### src/rtl/mult_div_unit.sv
// Iterative multiply/divide unit holding the HI/LO pair.
// Shift-add multiply and restoring divide, one bit per clock.
module mult_div_unit #(
  parameter int unsigned XLEN  = 32,
  parameter int unsigned CNT_W = 5
) (
  input  logic            clk,
  input  logic            rst_n,
  input  logic            start,
  input  logic [1:0]      op,
  input  logic [XLEN-1:0] a,
  input  logic [XLEN-1:0] b,
  input  logic            hi_we,
  input  logic            lo_we,
  input  logic [XLEN-1:0] wdata,
  output logic            busy,
  output logic            done,
  output logic            div_by_zero,
  output logic [XLEN-1:0] hi,
  output logic [XLEN-1:0] lo
);

  localparam int unsigned PW = 2 * XLEN;

  typedef enum logic [1:0] {IDLE, RUN, DONE} state_t;

  state_t            state, state_d;
  logic              is_div_q, is_div_d;
  logic              sign_a_q, sign_a_d;
  logic              sign_b_q, sign_b_d;
  logic              dz_q, dz_d;
  logic [CNT_W-1:0]  cnt_q, cnt_d;
  logic [PW-1:0]     work_q, work_d;
  logic [XLEN-1:0]   opb_q, opb_d;
  logic [XLEN-1:0]   hi_d, lo_d;
  logic              busy_d, done_d, dbz_d;

  logic              a_neg, b_neg;
  logic [XLEN:0]     msum;
  logic [XLEN:0]     rshift, rdiff;
  logic [PW-1:0]     mul_step, div_step, step, prod;
  logic [XLEN-1:0]   quot, rem;

  // One iteration of either algorithm; work holds {acc/rem, multiplier/quotient}
  always_comb begin
    a_neg    = op[0] & a[XLEN-1];
    b_neg    = op[0] & b[XLEN-1];
    msum     = {1'b0, work_q[PW-1:XLEN]} + (work_q[0] ? {1'b0, opb_q} : (XLEN+1)'(0));
    mul_step = {msum, work_q[XLEN-1:1]};
    rshift   = {work_q[PW-1:XLEN], work_q[XLEN-1]};
    rdiff    = rshift - {1'b0, opb_q};
    div_step = rdiff[XLEN] ? {rshift[XLEN-1:0], work_q[XLEN-2:0], 1'b0}
                           : {rdiff[XLEN-1:0],  work_q[XLEN-2:0], 1'b1};
    step     = is_div_q ? div_step : mul_step;
    prod     = (sign_a_q ^ sign_b_q) ? -step : step;
    quot     = step[XLEN-1:0];
    rem      = step[PW-1:XLEN];
  end

  // Next-state and register updates
  always_comb begin
    state_d  = state;
    is_div_d = is_div_q;
    sign_a_d = sign_a_q;
    sign_b_d = sign_b_q;
    dz_d     = dz_q;
    cnt_d    = cnt_q;
    work_d   = work_q;
    opb_d    = opb_q;
    hi_d     = hi;
    lo_d     = lo;
    done_d   = 1'b0;
    dbz_d    = 1'b0;
    case (state)
      IDLE: begin
        if (hi_we) hi_d = wdata;
        if (lo_we) lo_d = wdata;
        if (start) begin
          is_div_d = op[1];
          sign_a_d = a_neg;
          sign_b_d = b_neg;
          dz_d     = op[1] & (b == '0);
          cnt_d    = '0;
          work_d   = {XLEN'(0), (a_neg ? -a : a)};
          opb_d    = b_neg ? -b : b;
          state_d  = RUN;
        end
      end
      RUN: begin
        work_d = step;
        cnt_d  = cnt_q + CNT_W'(1);
        if (cnt_q == CNT_W'(XLEN - 1)) begin
          state_d = DONE;
          done_d  = 1'b1;
          dbz_d   = dz_q;
          // Divide by zero leaves HI/LO untouched
          if (!dz_q) begin
            if (is_div_q) begin
              lo_d = (sign_a_q ^ sign_b_q) ? -quot : quot;
              hi_d = sign_a_q ? -rem : rem;
            end else begin
              hi_d = prod[PW-1:XLEN];
              lo_d = prod[XLEN-1:0];
            end
          end
        end
      end
      DONE:    state_d = IDLE;
      default: state_d = IDLE;
    endcase
    busy_d = (state_d != IDLE);
  end

  always_ff @(posedge clk or negedge rst_n) begin
    if (!rst_n) begin
      state       <= IDLE;
      is_div_q    <= 1'b0;
      sign_a_q    <= 1'b0;
      sign_b_q    <= 1'b0;
      dz_q        <= 1'b0;
      cnt_q       <= '0;
      work_q      <= '0;
      opb_q       <= '0;
      hi          <= '0;
      lo          <= '0;
      busy        <= 1'b0;
      done        <= 1'b0;
      div_by_zero <= 1'b0;
    end else begin
      state       <= state_d;
      is_div_q    <= is_div_d;
      sign_a_q    <= sign_a_d;
      sign_b_q    <= sign_b_d;
      dz_q        <= dz_d;
      cnt_q       <= cnt_d;
      work_q      <= work_d;
      opb_q       <= opb_d;
      hi          <= hi_d;
      lo          <= lo_d;
      busy        <= busy_d;
      done        <= done_d;
      div_by_zero <= dbz_d;
    end
  end

endmodule

### config.mk
export PLATFORM = sky130hd
export DESIGN_NAME = mult_div_unit
export DESIGN_NICKNAME = d
export VERILOG_FILES = /design/src/rtl/mult_div_unit.sv
export SDC_FILE = /design/constraint.sdc
export NUM_CORES = 1
export LEC_CHECK = 0
export BUFFER_PORTS_ARGS = -buffer_cell sky130_fd_sc_hd__buf_2
export CORE_ASPECT_RATIO = 1.25
export CORE_MARGIN = 4
export CORE_UTILIZATION = 40
export CTS_BUF_LIST = sky130_fd_sc_hd__clkbuf_8
export DETAILED_ROUTE_END_ITERATION = 10
export GPL_TIMING_DRIVEN = 0
export PLACE_DENSITY = 0.61
export SYNTH_ARGS = -nofsm -noshare
export SYNTH_HDL_FRONTEND = slang
export SYNTH_SLANG_ARGS = --single-unit
### constraint.sdc
create_clock -name clk -period 4.7 [get_ports clk]
set_input_delay 0.705 -clock clk [delete_from_list [all_inputs] [get_ports clk]]
set_output_delay 0.705 -clock clk [all_outputs]
set_load 0.1 [all_outputs]
==> flow_summary.toml, run 1 <==
[worst_setup_path]
crit_fanout = 10
startpoint = "is_div_q"
r2r_cells = 22
reg2reg_setup_slack_ns = -0.40
crit_arrival_ns = 5.49
cp-endpoint = "hi[30]"
endpoint_kind = "flop"
cp.required_ns = 5.09
start_kind = "flop"
reg2reg_from = "is_div_q"
r2r_end = "hi[30]"
crit_type = "flop to flop"

[floorplan]
fp.dieArea_mm2 = 0.0417
die_w_um = 183
die_h_um = 227
core_mm2 = 0.0381
initial_utilization = 0.403
num_rows = 80
io_pins = 170

[timing]
clock_skew_ns = 0.0170
slew_viol_final = 0
max_freq_mhz = 196
hold_violations = 0
period_share = 1.09
fin_crit_ns = 5.10
worst-slew-pin-transition_ns = 0.902
rsz0062_at_grt = "true"
slew_headroom = 0.390
setup_viol = 12
setup_ws_ns = -0.404

[yosys]
yosysMostFrequentCell = "nand2_1"
synthTopCellsByCount = "274 x nand2_1, 190 x a21oi_1, 179 x nor2_1"
synth.top_cells.by_area = "dfrtp_1 28%, nand2_1 6.7%, a21oi_1 6.2%"
synth_seq_area_share = 0.283
yosys.area.top_type = "dfrtp_1"
yosys.cell_types.count = 88
avgSynthCellArea_um2 = 7.75
synth_top_area_share = 0.283
synth_edf_count = 0
syn_area_mm2 = 0.0154
ys_async_sr_fraction = 1.00
ys_ff_latch = 174
synthFlopType = "dfrtp_1"
yosysWarningCount = 0
synth_nets = 2161
synthCells = 1986

[drt]
post_drt_via_cell_ratio = 6.21
first_iter_violations = 1662
drt_pass1_iterations = 6
ant_nets = 0
drc_errors = 0
vias = 17027
wl_per_cell_um = 24.3
drt_wl_total_um = 66600

[final_layout]
layout.nets = 2412
utilization = 0.496
area_delta_synth_final_pct = 23.1
layout-drive-gt1-share = 0.217

[clock_network]
cts.sinks = 174
cts_tree = "done"
clockRootBuffer = "clkbuf_8"
clockBufferDepth = 2
cts-hold-fix-buffers = 0
clkLatencyLatePin_ns = 0.54
numCtsBuffers = 17
clk_pin_slew_ns = 0.11
h-tree-depth = 4

[grt]
grt_pass1_wl_um = 97800
grt_pass1_vias = 16513
overflow = 0
grtUsageTotal = 0.307
grt_antenna_before_repair = 1
grt_max_degree = 106

[status]
status = "finished, violations left"
violations = "setup timing"

[placed_design]
routabilityCongestion = 1.01
dp_hpwl_um = 51300
io_buffers = 169

[worst_hold_path]
hp-class = "primary input to async pin"

[job]
max_cap_viol_count = 0
-- placed cells by master, fill, tap and decap left out, drive strengths merged, types with 70 or more instances in the layout --
| master | count |
|---|---|
| clkbuf | 91 |
| buf | 262 |
| nor2 | 180 |
| ha | 70 |
| xor2 | 77 |
| dfrtp | 174 |
| a21oi | 193 |
| inv | 72 |
| nand2 | 274 |
| xnor2 | 74 |
| o21ai | 164 |
-- how the worst min path moves through the flow --
stage,start,cells past startpoint,slack (ns),endpoint
after floorplan,rst_n,0,0.41,busy
final,rst_n,1,0.11,done
after global placement,hi[24],2,0.46,hi[24]
after detailed placement,hi[24],2,0.47,hi[24]
after global routing,rst_n,1,0.15,lo[14]
after CTS,rst_n,1,0.12,lo[14]
-- cells by family after synthesis --
family	Yosys count	share of synthesized area
AO/OA/AOI/OAI	634	0.265
XOR/XNOR	151	0.0860
adder cells (fa/ha/maj)	72	0.0595
buffers and inverters	170	0.0452
flip-flops	174	0.283
multiplexers	54	0.0377
AND/OR/NAND/NOR	731	0.223
-- final cells by class --
| class | instances | area (µm²) |
|---|---|---|
| fill | 3710 | 19200 |
| buffer | 95 | 529 |
| tap | 492 | 616 |
| multi-input combinational | 1642 | 11300 |
| timing repair buffer | 241 | 1430 |
| clock buffer | 17 | 234 |
| antenna | 1 | 2.50 |
| clock inverter | 15 | 204 |
| sequential | 174 | 4370 |
| inverter | 66 | 250 |
-- what timing repair did --
item / in CTS / in global routing
gates resized for setup: 148 / 112
pin swaps: 39 / 48
setup buffers: 41 / 30
setup endpoints to repair: 73 / 34
-- flip-flops by register name (all words and copies together), names as in the netlist --
signal,cells
is_div_q,1
busy,1
done,1
work_q,64
lo,32
state,2
hi,32
div_by_zero,1
sign_a_q,1
sign_b_q,1
cnt_q,5
dz_q,1
opb_q,32
-- through the flow --
step	cells	area [µm²]	TNS, ns	worst slack (ns)	hold slack, ns
3_3_place_gp	2647	16900	-57.99	-2.21	0.464
3_5_place_dp	2648	16900	-52.71	-2.23	0.468
5_1_grt	2743	18900	-5.29	-0.562	0.147
4_1_cts	2713	18200	-1.19	-0.225	0.119
6_report	2743	18900	-2.25	-0.404	0.111
2_1_floorplan	1986	15400	0	0.0378	0.409
-- routing by layer --
layer,track usage,part of all wire
met1,0.349,0.36
met3,0.0542,0.070
met4,0.231,0.091
met2,0.516,0.47
met5,0,0
-- worst max-delay path: stages (launching register included) --
cell and delay [ns]:
dfrtp_1 0.34, buf_2 0.26, buf_6 0.25, buf_6 0.24, buf_4 0.28, buf_4 0.27, clkbuf_4 0.28, buf_4 0.25
clkbuf_8 0.25, buf_4 0.27, a31oi_4 0.12, inv_2 0.10, ha_4 0.16, nand3_2 0.06, mux2i_1 0.20, nand4_1 0.14
buf_6 0.18, inv_4 0.05, nand4_1 0.13, or3b_4 0.46, o31a_1 0.30, xnor2_1 0.19, o221ai_1 0.13
Power of run 1 is left out: the tool's default activity adds up to more than one toggle a clock period on the data nets, which glitch-free logic cannot reach.
==> run 2, diff against run 1 <==
--- a/config.mk
+++ b/config.mk
@@ -12,7 +12,7 @@
 export CTS_BUF_LIST = sky130_fd_sc_hd__clkbuf_8
 export DETAILED_ROUTE_END_ITERATION = 10
 export GPL_TIMING_DRIVEN = 0
-export PLACE_DENSITY = 0.61
+export PLACE_DENSITY = 0.59
 export SYNTH_ARGS = -nofsm -noshare
 export SYNTH_HDL_FRONTEND = slang
 export SYNTH_SLANG_ARGS = --single-unit
==> constraint.sdc (replaced) <==
create_clock -name clk -period 4.9 [get_ports clk]
set_input_delay 0.735 -clock clk [delete_from_list [all_inputs] [get_ports clk]]
set_output_delay 0.735 -clock clk [all_outputs]
set_load 0.1 [all_outputs]
==> run 2 against run 1 <==
Against the previous run:
- the flow still finishes with violations (setup timing)
- cell count about the same
- first-iteration DRC count decreased by 24%
- design area down 1.6%
- clock skew is 0.0081 ns higher
- hold slack better by 0.0073 ns
- non-clock buffer count did not move
- utilization down 0.81 points
- routed wire length increased by 0.82%
- critical path type unchanged
- highest routed layer unchanged
==> flow_summary.toml, run 2 (same netlist as run 1, synthesis figures left out) <==
[status]
status = "finished, violations left"
violations = "setup timing"

[timing]
hold_violations = 0
setup_viol = 1
slew_viol_final = 0
period_share = 1.00
rsz0062_at_grt = "true"
hold_ws_ns = 0.119
fin_crit_ns = 4.91
setup_ws_ns = -0.0147
worst-slew-pin-transition_ns = 0.959
max_freq_mhz = 203
clock_skew_ns = 0.0251
slew_headroom = 0.361

[worst_setup_path]
endpoint_kind = "flop"
crit_slowest_cell = "or4_4"
critical_path.top_delay_family = "simple AND/OR/NAND/NOR gates"
crit_fanout = 4
crit_path_cell_trace = "inv_2 -> ha_4 -> a21oi_4 -> o21ai_4 -> a221o_1 -> or3_4 -> o211ai_1 -> buf_4 -> nor2_4 -> a21oi_2 -> ha_2 -> o211ai_1 -> or2_4 -> or4_4 -> nor2_4 -> nand2_4 -> nor3_4 -> nand2_1 -> nor4_1 -> nor3_1 -> or3_1 -> nand3_1"
cp.required_ns = 5.38
crit_type = "flop to flop"
critPathBufInv = 2
crit_arrival_ns = 5.40
max_stage_delay_ns = 0.45
start_kind = "flop"

[final_layout]
antenna_cells = 0
layout_commonest_cell = "nand2_1"
largest_register_ffs = 64
final_cell_mix = "268 x nand2_1, 174 x nor2_1, 171 x a21oi_1, 170 x buf_2, 167 x dfrtp_1"
num-fill-cells = 3790
area_delta_synth_final_pct = 21.1
layout-drive-gt1-share = 0.199
layout.nets = 2412
regMostFlops = "work_q"

[floorplan]
core_mm2 = 0.0381
die_w_um = 183
initial_utilization = 0.403
io_pins = 170
die_h_um = 227
num_rows = 80
fp.dieArea_mm2 = 0.0417

[drt]
ant_nets = 0
post_drt_via_cell_ratio = 6.12
vias = 16780
drt_pass1_iterations = 5
first_iter_violations = 1263
wl_per_cell_um = 24.5
drc_errors = 0
drt_wl_total_um = 67200

[worst_hold_path]
hp-class = "primary input to async pin"

[placed_design]
io_buffers = 169
dp_hpwl_um = 52700
routabilityCongestion = 0.969

[grt]
grtUsageTotal = 0.311
grt_pass1_vias = 16341
grt_max_degree = 89
grt_antenna_before_repair = 0
grt_pass1_wl_um = 98500
overflow = 0

[job]
max_cap_viol_count = 0

[clock_network]
clkLatencyLatePin_ns = 0.54
clockRootBuffer = "clkbuf_8"
cts-hold-fix-buffers = 0
numCtsBuffers = 17
clockBufferDepth = 2
cts.sinks = 174
clk_pin_slew_ns = 0.13
cts_tree = "done"
h-tree-depth = 4
-- run 2: final timing paths --
kind | cells after the start | start | end | slack, ns
worst max register to register | 22 | opb_q[25] | hi[28] | -0.01
worst max-delay path | 22 | opb_q[25] | hi[28] | -0.01
worst min register to register | 2 | hi[2] | hi[2] | 0.50
min in group clk | 3 | wdata[20] | hi[20] | 0.45
worst min-delay path | 1 | rst_n | opb_q[26] | 0.12
max in group asynchronous | 2 | rst_n | work_q[0] | 3.79
-- run 2: metal layers --
layer  vias to the layer above  track usage  wire length, µm
met5                         -            0                0
met4                         0        0.211             5460
met3                       195       0.0433             3320
met2                       625        0.538            32800
met1                      8218        0.356            25600
li1                       7742            -                -
-- run 2: final cells by class --
class | count | area (µm²) | share of cell area
multi-input cells | 1642 | 11000 | 0.590
well taps | 492 | 616 | 0.0331
plain buffers | 93 | 522 | 0.0280
clock inverters | 15 | 206 | 0.0111
clock buffers | 17 | 234 | 0.0126
repair buffers | 243 | 1460 | 0.0782
flip-flops and latches | 174 | 4360 | 0.234
inverters | 66 | 248 | 0.0133
-- run 2: through the flow --
step,worst slack (ns),instances,utilization,instance area (µm²),setup TNS [ns]
finish,-0.0147,2742,0.488,18600,-0.0147
global route,-0.142,2742,0.488,18600,-0.625
CTS,-0.125,2710,0.472,18000,-0.381
detailed placement,-2.83,2648,0.443,16900,-79.86
global placement,-2.84,2647,0.442,16800,-80.62
floorplan,0.0375,1986,-,15400,0
-- run 2: repair_timing --
action	in CTS	in global routing
resized for setup	120	96
gates cloned	0	1
endpoints found under the setup margin	80	31
pin swaps	35	43
setup buffers	37	36
-- run 2: worst register-to-register path, cell delays in order (launching register included) --
cell and delay [ns]:
dfrtp_1 0.43, inv_2 0.08, ha_4 0.21, a21oi_4 0.19
o21ai_4 0.09, a221o_1 0.43, or3_4 0.36, o211ai_1 0.18
buf_4 0.16, nor2_4 0.06, a21oi_2 0.16, ha_2 0.22
o211ai_1 0.20, or2_4 0.32, or4_4 0.45, nor2_4 0.14
nand2_4 0.08, nor3_4 0.18, nand2_1 0.07, nor4_1 0.27
nor3_1 0.10, or3_1 0.41, nand3_1 0.07
Power of run 2 is left out for the same reason.
